--- src/rtl/core_ctrl.sv ---
// Multi-cycle sequencer for the single-issue RV32I core: fetch/memory handshakes,
// IR load, PC update select, register write-back control and retire counting.
module core_ctrl #(
    parameter int MEM_TIMEOUT = 255,
    parameter int CNT_W       = 8
) (
    input  logic        clk,
    input  logic        rst_n,
    output logic        imem_req,
    input  logic        imem_ready,
    output logic        ir_we,
    input  logic [6:0]  opcode,
    input  logic        wb_reg,
    input  logic        alu_cond,
    output logic        dmem_req,
    output logic        dmem_we,
    input  logic        dmem_ready,
    output logic        reg_we,
    output logic [1:0]  wb_sel,
    output logic        pc_we,
    output logic [1:0]  pc_sel,
    output logic        retire,
    output logic [31:0] instret,
    output logic        halted,
    output logic        illegal,
    output logic        bus_err,
    output logic [2:0]  state_o
);

    typedef enum logic [2:0] {
        RST_WAIT = 3'd0,
        FETCH    = 3'd1,
        DECODE   = 3'd2,
        EXEC     = 3'd3,
        MEM      = 3'd4,
        WB       = 3'd5,
        HALT     = 3'd6
    } state_t;

    localparam logic [6:0] OP_LUI    = 7'b0110111;
    localparam logic [6:0] OP_AUIPC  = 7'b0010111;
    localparam logic [6:0] OP_JAL    = 7'b1101111;
    localparam logic [6:0] OP_JALR   = 7'b1100111;
    localparam logic [6:0] OP_BRANCH = 7'b1100011;
    localparam logic [6:0] OP_LOAD   = 7'b0000011;
    localparam logic [6:0] OP_STORE  = 7'b0100011;
    localparam logic [6:0] OP_IMM    = 7'b0010011;
    localparam logic [6:0] OP_REG    = 7'b0110011;
    localparam logic [6:0] OP_FENCE  = 7'b0001111;
    localparam logic [6:0] OP_SYSTEM = 7'b1110011;

    localparam logic [CNT_W-1:0] WAIT_LIMIT = CNT_W'(MEM_TIMEOUT - 1);

    state_t            state;
    state_t            next_state;
    logic [CNT_W-1:0]  wait_cnt;
    logic              illegal_q;
    logic              bus_err_q;
    logic [31:0]       instret_q;

    logic is_load, is_store, is_branch, is_fence, is_jal, is_jalr, is_system, is_legal;
    logic mem_wait, timeout;

    assign is_load   = (opcode == OP_LOAD);
    assign is_store  = (opcode == OP_STORE);
    assign is_branch = (opcode == OP_BRANCH);
    assign is_fence  = (opcode == OP_FENCE);
    assign is_jal    = (opcode == OP_JAL);
    assign is_jalr   = (opcode == OP_JALR);
    assign is_system = (opcode == OP_SYSTEM);
    assign is_legal  = is_load || is_store || is_branch || is_fence || is_jal || is_jalr ||
                       is_system || (opcode == OP_LUI) || (opcode == OP_AUIPC) ||
                       (opcode == OP_IMM) || (opcode == OP_REG);

    // Handshake: a request stays high until its ready is seen in the same cycle;
    // ready on the limit cycle is accepted, only ready-low at the limit is an error.
    assign mem_wait = ((state == FETCH) && !imem_ready) || ((state == MEM) && !dmem_ready);
    assign timeout  = mem_wait && (wait_cnt == WAIT_LIMIT);

    always_comb begin
        next_state = state;
        case (state)
            RST_WAIT: next_state = FETCH;
            FETCH: begin
                if (imem_ready)   next_state = DECODE;
                else if (timeout) next_state = HALT;
            end
            DECODE: next_state = (!is_legal || is_system) ? HALT : EXEC;
            EXEC: begin
                if (is_load || is_store)       next_state = MEM;
                else if (is_branch || is_fence) next_state = FETCH;
                else                            next_state = WB;
            end
            MEM: begin
                if (dmem_ready)   next_state = is_store ? FETCH : WB;
                else if (timeout) next_state = HALT;
            end
            WB:      next_state = FETCH;
            HALT:    next_state = HALT;
            default: next_state = RST_WAIT;
        endcase
    end

    always_comb begin
        imem_req = 1'b0;
        ir_we    = 1'b0;
        dmem_req = 1'b0;
        dmem_we  = 1'b0;
        reg_we   = 1'b0;
        wb_sel   = 2'b00;
        pc_we    = 1'b0;
        pc_sel   = 2'b00;
        retire   = 1'b0;
        case (state)
            FETCH: begin
                imem_req = 1'b1;
                ir_we    = imem_ready;
            end
            EXEC: begin
                if (is_branch) begin
                    pc_we  = 1'b1;
                    pc_sel = alu_cond ? 2'b01 : 2'b00;
                    retire = 1'b1;
                end else if (is_fence) begin
                    pc_we  = 1'b1;
                    retire = 1'b1;
                end
            end
            MEM: begin
                dmem_req = 1'b1;
                dmem_we  = is_store;
                if (dmem_ready && is_store) begin
                    pc_we  = 1'b1;
                    retire = 1'b1;
                end
            end
            WB: begin
                reg_we = wb_reg;
                pc_we  = 1'b1;
                retire = 1'b1;
                if (is_load)                wb_sel = 2'b01;
                else if (is_jal || is_jalr) wb_sel = 2'b10;
                if (is_jal)       pc_sel = 2'b01;
                else if (is_jalr) pc_sel = 2'b10;
            end
            default: ;
        endcase
    end

    always_ff @(posedge clk or negedge rst_n) begin
        if (!rst_n) begin
            state     <= RST_WAIT;
            wait_cnt  <= '0;
            illegal_q <= 1'b0;
            bus_err_q <= 1'b0;
            instret_q <= '0;
        end else begin
            state <= next_state;
            // The wait counter only measures time spent inside one FETCH or MEM visit.
            if (next_state != state) wait_cnt <= '0;
            else if (mem_wait)       wait_cnt <= wait_cnt + 1'b1;
            if ((state == DECODE) && !is_legal) illegal_q <= 1'b1;
            if (timeout)                        bus_err_q <= 1'b1;
            if (retire)                         instret_q <= instret_q + 32'd1;
        end
    end

    assign instret = instret_q;
    assign halted  = (state == HALT);
    assign illegal = illegal_q;
    assign bus_err = bus_err_q;
    assign state_o = state;

endmodule
--- config.mk ---
export PLATFORM = sky130hd
export DESIGN_NAME = core_ctrl
export DESIGN_NICKNAME = d
export VERILOG_FILES = /design/src/rtl/core_ctrl.sv
export SDC_FILE = /design/constraint.sdc
export NUM_CORES = 1
export LEC_CHECK = 0
export CORE_MARGIN = 2
export CORE_UTILIZATION = 49
export CTS_BUF_LIST = sky130_fd_sc_hd__clkbuf_16
export CTS_CLUSTER_DIAMETER = 80
export DETAILED_ROUTE_END_ITERATION = 16
export HOLD_SLACK_MARGIN = 0.06
export PLACE_DENSITY = 0.78
export SYNTH_ARGS = -nofsm -noshare
export SYNTH_HDL_FRONTEND = slang
export SYNTH_SLANG_ARGS = --single-unit
--- constraint.sdc ---
create_clock -name clk -period 2.5 [get_ports clk]
set_input_delay 0.25 -clock clk [delete_from_list [all_inputs] [get_ports clk]]
set_output_delay 0.25 -clock clk [all_outputs]
set_load 0.03 [all_outputs]
### After elaboration in Yosys (flattened, before gate mapping)

Cells that the tools add are included.

* bits in registers: 45
* bits of input ports: 13
* logic and storage cells: 78

* add/sub/neg operators: 2
* equal/unequal tests: 19
* muxes and demuxes: 27
* reduce and logical (&&, ||, !) cells: 25

Operators with widths (count)
* 32-bit by 1-bit adder with 32-bit output, second input constant: 1
* 7-bit equality test, second input constant: 4
* 7-bit by 6-bit equality test with 1-bit output, second input constant: 3
* 3-bit 2-to-1 mux: 7
* 3-bit case mux with 6 select lines: 1
* 8-bit 2-to-1 mux: 2
* 7-bit by 5-bit equality test with 1-bit output, second input constant: 2
* 1-bit logical OR: 14
* 1-bit 2-to-1 mux: 10
* 2-bit 2-to-1 mux: 5
* 3-bit equality test, second input constant: 3
* 8-bit by 1-bit adder with 8-bit output, second input constant: 1
* 8-bit equality test, second input constant: 1
* 7-bit by 2-bit equality test with 1-bit output, second input constant: 1
* 7-bit by 4-bit equality test with 1-bit output, second input constant: 1
* 3-bit by 2-bit equality test with 1-bit output, second input constant: 2
* 1-bit logical AND: 5
* 2-bit case mux with 2 select lines: 1
* 3-bit by 1-bit equality test with 1-bit output, second input constant: 1
* 1-bit zero test: 3
* 3-bit zero test: 1
* 3-bit != test: 1
* 1-bit case mux with 3 select lines: 1
* 2-bit nonzero test: 1
* 2-bit OR reduction: 1

### Logic depth before layout (Yosys ltp)

* word-level depth: 17
* gate-level depth with buffers: 7
* gate-level depth less buffers: 7

### Least setup slack after synthesis

No wires, ideal clock.

* kind: flip-flop to flip-flop
* start point: register state[0] (netlist: state_o[0])
* end point: register wait_cnt[1]
* setup time: 0.134 ns
* data arrival time: 2.414 ns
* required time: 2.366 ns
* path slack: -0.048 ns
* cell stages (with the launch flop): 7
* path buffers: 1
* clock period less this slack: 2.548 ns
* cells stage by stage: dfrtp_1 > clkbuf_1 > nor3b_1 > and2_1 > a211oi_1 > nand4_1 > a211oi_1

* word-level cells in the longest chain between the ends: 9
* elaborated cells on any way between the ends: 19

Ends and longest elaborated chain
* start: declaration: RTL line 54 `state_t state;`
* start signal: assignment: RTL line 158 `state <= next_state;`
* 3-bit by 1-bit equality test with 1-bit output or 3-bit equality test (tied branches): RTL line 77, 82
* 1-bit logical AND: RTL line 77 `assign mem_wait = ((state == FETCH) && !imem_ready) || ((state == MEM) && !dmem_ready);`
* 1-bit logical OR: RTL line 77
* 1-bit logical AND: RTL line 78 `assign timeout = mem_wait && (wait_cnt == WAIT_LIMIT);`
* 3-bit 2-to-1 mux: RTL line 86, 96
* 3-bit 2-to-1 mux (on tied branches): RTL line 95, 85
* 3-bit case mux with 6 select lines: RTL line 82 `case (state)`
* 3-bit != test: RTL line 160 `if (next_state != state) wait_cnt <= '0;`
* 8-bit 2-to-1 mux or 2-bit nonzero test (tied branches)
* end signal: assignment: RTL line 161 `else if (mem_wait) wait_cnt <= wait_cnt + 1'b1;`
* end: declaration: RTL line 56 `logic [CNT_W-1:0] wait_cnt;`

Parallel ways exist; a longest one is shown, timed or not.
A chain may end at the register's enable or synchronous reset.

### Worst setup path after layout

* start point: input port opcode[3]
* end point: output port dmem_we

* word-level cells in the longest chain between the ends: 2

Ends and longest elaborated chain
* start: declaration: RTL line 12 `input logic [6:0] opcode,`
* 7-bit by 6-bit equality test with 1-bit output: RTL line 65 `assign is_store = (opcode == OP_STORE);`
* 1-bit 2-to-1 mux: RTL line 114 `case (state)`
* end: declaration: RTL line 16 `output logic dmem_we,`

No other way between the ends.

==> reports/qor.yml <==
run_status: "finished clean"
timing.critical_path.cells: "clkdlybuf4s50_1 -> or3_1 -> buf_4 -> nor4_1 -> clkdlybuf4s50_1"
drcViolationCount: 0
relSlewSlack_pct: 36.31
slowest_delay_ns: 0.73
critical_path_peak_fanout: 5
final.period_utilization_pct: 97.47
yosysTopAreaCell: "sky130_fd_sc_hd__dfrtp_1"
first_pass_grt_wire_length_mm: 9.611
wire_per_inst_um: 15.04
synth_seq_cells: 45
global_route.usage.total_pct: 22.21
category_of_cells_accounting_for_the_largest_share_of_critical_path_delay: "buffers and inverters"
htree_num_levels: 2
cts_inserted_buffers: 5
worst-setup-path-type: "input pin to primary output"
clock_path_buffers: 2
final-instance-count-excl-fill: 395
via_count_of_the_first_global_routing_pass: 2067
detailed_place.area_mm2: 0.003238
dieArea_mm2: 0.005627
die_height_um: 75.02
finalWeightedCongestion: 0.9178
final.min_clock_period_ns: 2.437
total_leakage_power_uw: 0.001384
share_of_post_route_cells_with_drive_strength_above_1_pct: 11.89
ys_types: 44
dpl.cell_count: 387
clkLatencyLatePin_ns: 0.28
cpMaxStageDelayCell: "sky130_fd_sc_hd__clkdlybuf4s50_1"
detail_route.vias_per_cell: 5.615
cp_capture_type: "primary output"
port_buffers: 61
core_region_area_mm2: 0.004786
clkTransAtPathRegs_ns: 0.07
arrival_ns: 2.19
number_of_antenna_cells_inserted: 0
synth_top_area_share_pct: 45.57
routed_wirelength_mm: 5.940
most_frequent_cell_on_the_critical_path: "sky130_fd_sc_hd__clkdlybuf4s50_1"
hold_violations: 0
synthesis.yosys.warnings: 0
whs_ns: 0.1140
layout.cells.most_common: "sky130_fd_sc_hd__clkdlybuf4s50_1"
grt_max_degree: 46
avgSynthCellArea_um2: 9.806
ant_nets: 0
worst_pin_slew_ns: 0.9554
drv.max_cap_violation_count: 0
grt_setup_unrepaired: "false"
grt_overflow_total: 0
post_cts.repair.setup_buffers: 0
cts_num_sinks: 45
initial_antenna_violation_count: 0
drt-initial-drc-count: 180
ir_worst_vdd_mv: 0.6501
cp_num_buf_inv: 3
fin_worst_skew_ns: 0.009978
setup.worst_path.start_class: "input pin"
worst_hold_class: "input pin to asynchronous set/reset pin"
std_cell_rows: 25
synth_area_leaders: "sky130_fd_sc_hd__dfrtp_1 46%, sky130_fd_sc_hd__xnor2_1 6.7%, sky130_fd_sc_hd__xor2_1 6.4%"
p_per_area_mw_per_mm2: 800.3
cts-root-buf: "sky130_fd_sc_hd__clkbuf_16"
required_time_of_the_critical_path_ns: 2.25
gate_count_after_technology_mapping: 252
max_clock_freq_mhz: 410.4
area_delta_synth_final_pct: 38.13
synth-seq-area-share_pct: 45.57
setup_violations: 0
final_design_area_no_fill_mm2: 0.003413
most-common-layout-cells: "54 x sky130_fd_sc_hd__clkdlybuf4s50_1, 45 x sky130_fd_sc_hd__dfrtp_1, 23 x sky130_fd_sc_hd__nand3_1"
synthesis.nets: 268
die_w_um: 75.02
detail_route.first_pass.iterations: 4
syn-cell-area_mm2: 0.002471
ioPinCount: 62
routed-via-count: 2218
tritoncts: "built"
final_max_slew_viol_count: 0
final_nets: 343
detailedPlacementHpwl_mm: 4.383
initial_utilization_pct: 51.63
==> per-layer routing <==
layer / part of all wire, % / track usage [%] / wire length (um) / vias up
met1: 47 / 31.52 / 2800 / 1107
met5: 0 / 0 / 0 / -
met4: 0.77 / 6.151 / 46 / 0
met2: 49 / 35.48 / 2917 / 44
met3: 2.9 / 3.614 / 175 / 4
li1: - / - / - / 1063
==> where the power goes <==
part | internal (uW) | total [uW] | leakage [uW] | switching, uW
Clock | 469 | 729 | 0.0000852 | 260
Sequential | 815 | 976 | 0.000550 | 161
Combinational | 453 | 1030 | 0.000748 | 573
==> flip-flops by register name (all words and copies together), names as in the netlist <==
| name | cells |
|---|---|
| instret | 32 |
| illegal | 1 |
| bus_err | 1 |
| state_o | 3 |
| wait_cnt | 8 |
==> synth_stat cells <==
library cell	number
sky130_fd_sc_hd__a211oi_1	3
sky130_fd_sc_hd__inv_1	4
sky130_fd_sc_hd__buf_6	1
sky130_fd_sc_hd__or4b_2	2
sky130_fd_sc_hd__a21oi_1	4
sky130_fd_sc_hd__nand3b_1	6
sky130_fd_sc_hd__clkbuf_1	6
sky130_fd_sc_hd__o31ai_1	2
sky130_fd_sc_hd__xnor2_1	19
sky130_fd_sc_hd__nor2b_1	3
sky130_fd_sc_hd__a31oi_1	3
sky130_fd_sc_hd__nand4_1	12
sky130_fd_sc_hd__a2111oi_0	2
sky130_fd_sc_hd__a21o_1	1
sky130_fd_sc_hd__buf_2	2
sky130_fd_sc_hd__nor4_1	4
sky130_fd_sc_hd__a211o_1	3
sky130_fd_sc_hd__a31o_1	1
sky130_fd_sc_hd__nor3_1	9
sky130_fd_sc_hd__o221ai_1	1
sky130_fd_sc_hd__nor4_2	3
sky130_fd_sc_hd__and2_1	4
sky130_fd_sc_hd__nand3_1	23
sky130_fd_sc_hd__dfrtp_1	45
sky130_fd_sc_hd__and3_1	9
sky130_fd_sc_hd__a32oi_1	1
sky130_fd_sc_hd__buf_1	1
sky130_fd_sc_hd__mux2_2	1
sky130_fd_sc_hd__and4_1	2
sky130_fd_sc_hd__or4bb_1	2
sky130_fd_sc_hd__xor2_1	18
sky130_fd_sc_hd__or3_1	3
sky130_fd_sc_hd__or2_2	2
sky130_fd_sc_hd__nor3b_1	2
sky130_fd_sc_hd__nand4b_1	1
sky130_fd_sc_hd__buf_4	1
sky130_fd_sc_hd__nor4b_1	1
sky130_fd_sc_hd__ha_1	3
sky130_fd_sc_hd__nor2_1	19
sky130_fd_sc_hd__nand2_1	15
sky130_fd_sc_hd__nand2b_1	4
sky130_fd_sc_hd__o21ai_0	2
sky130_fd_sc_hd__or4_4	1
sky130_fd_sc_hd__o211ai_1	1
==> through the flow <==
step	worst slack, ns	total power [uW]	util, %	TNS (ns)
finish	0.06318	2732	71.32	0
global route	0.001828	2882	71.32	0
CTS	0.04626	2743	71.16	0
detailed placement	-0.09905	2008	67.66	-0.4856
global placement	-0.05280	1996	67.66	-0.08332
floorplan	0.01105	1579	-	0
==> repair_timing <==
action / in CTS / in global routing
endpoints found under the setup margin: 0 / 3
resized for setup: 0 / 3
hold buffers: 0 / 0
==> kinds of logic (layout without fill, tap and decap cells) <==
| kind of cell | after synthesis | count (layout) | share of synthesized area (%) |
|---|---|---|---|
| flops | 45 | 45 | 45.57 |
| fa+ha+maj | 3 | 3 | 1.519 |
| simple gates | 127 | 127 | 29.57 |
| buf+inv | 15 | 91 | 2.835 |
| mux | 1 | 1 | 0.4557 |
| xor+xnor | 37 | 37 | 13.11 |
| compound gates | 24 | 24 | 6.937 |
==> final timing paths <==
kind	slack (ns)	start	depth (start not counted)	endpoint
max	0.06	opcode[3]	5	dmem_we
min	0.11	rst_n	1	instret[24]
max reg2reg	0.29	state_o[2]	5	instret[25]
min reg2reg	0.48	bus_err	1	bus_err
max in group asynchronous	1.78	rst_n	1	state_o[2]
min in group clk	0.48	bus_err	1	bus_err
==> final cells by class <==
cell class                 count  area [um^2]
clock buffer                   5        125.1
fill                         398         1373
sequential                    45         1126
tap                           67        83.83
inverter                       4        15.01
multi-input combinational    192         1280
clock inverter                 3        42.54
timing repair buffer          79        740.7
Note: power is estimated with default switching activity, not from simulation.
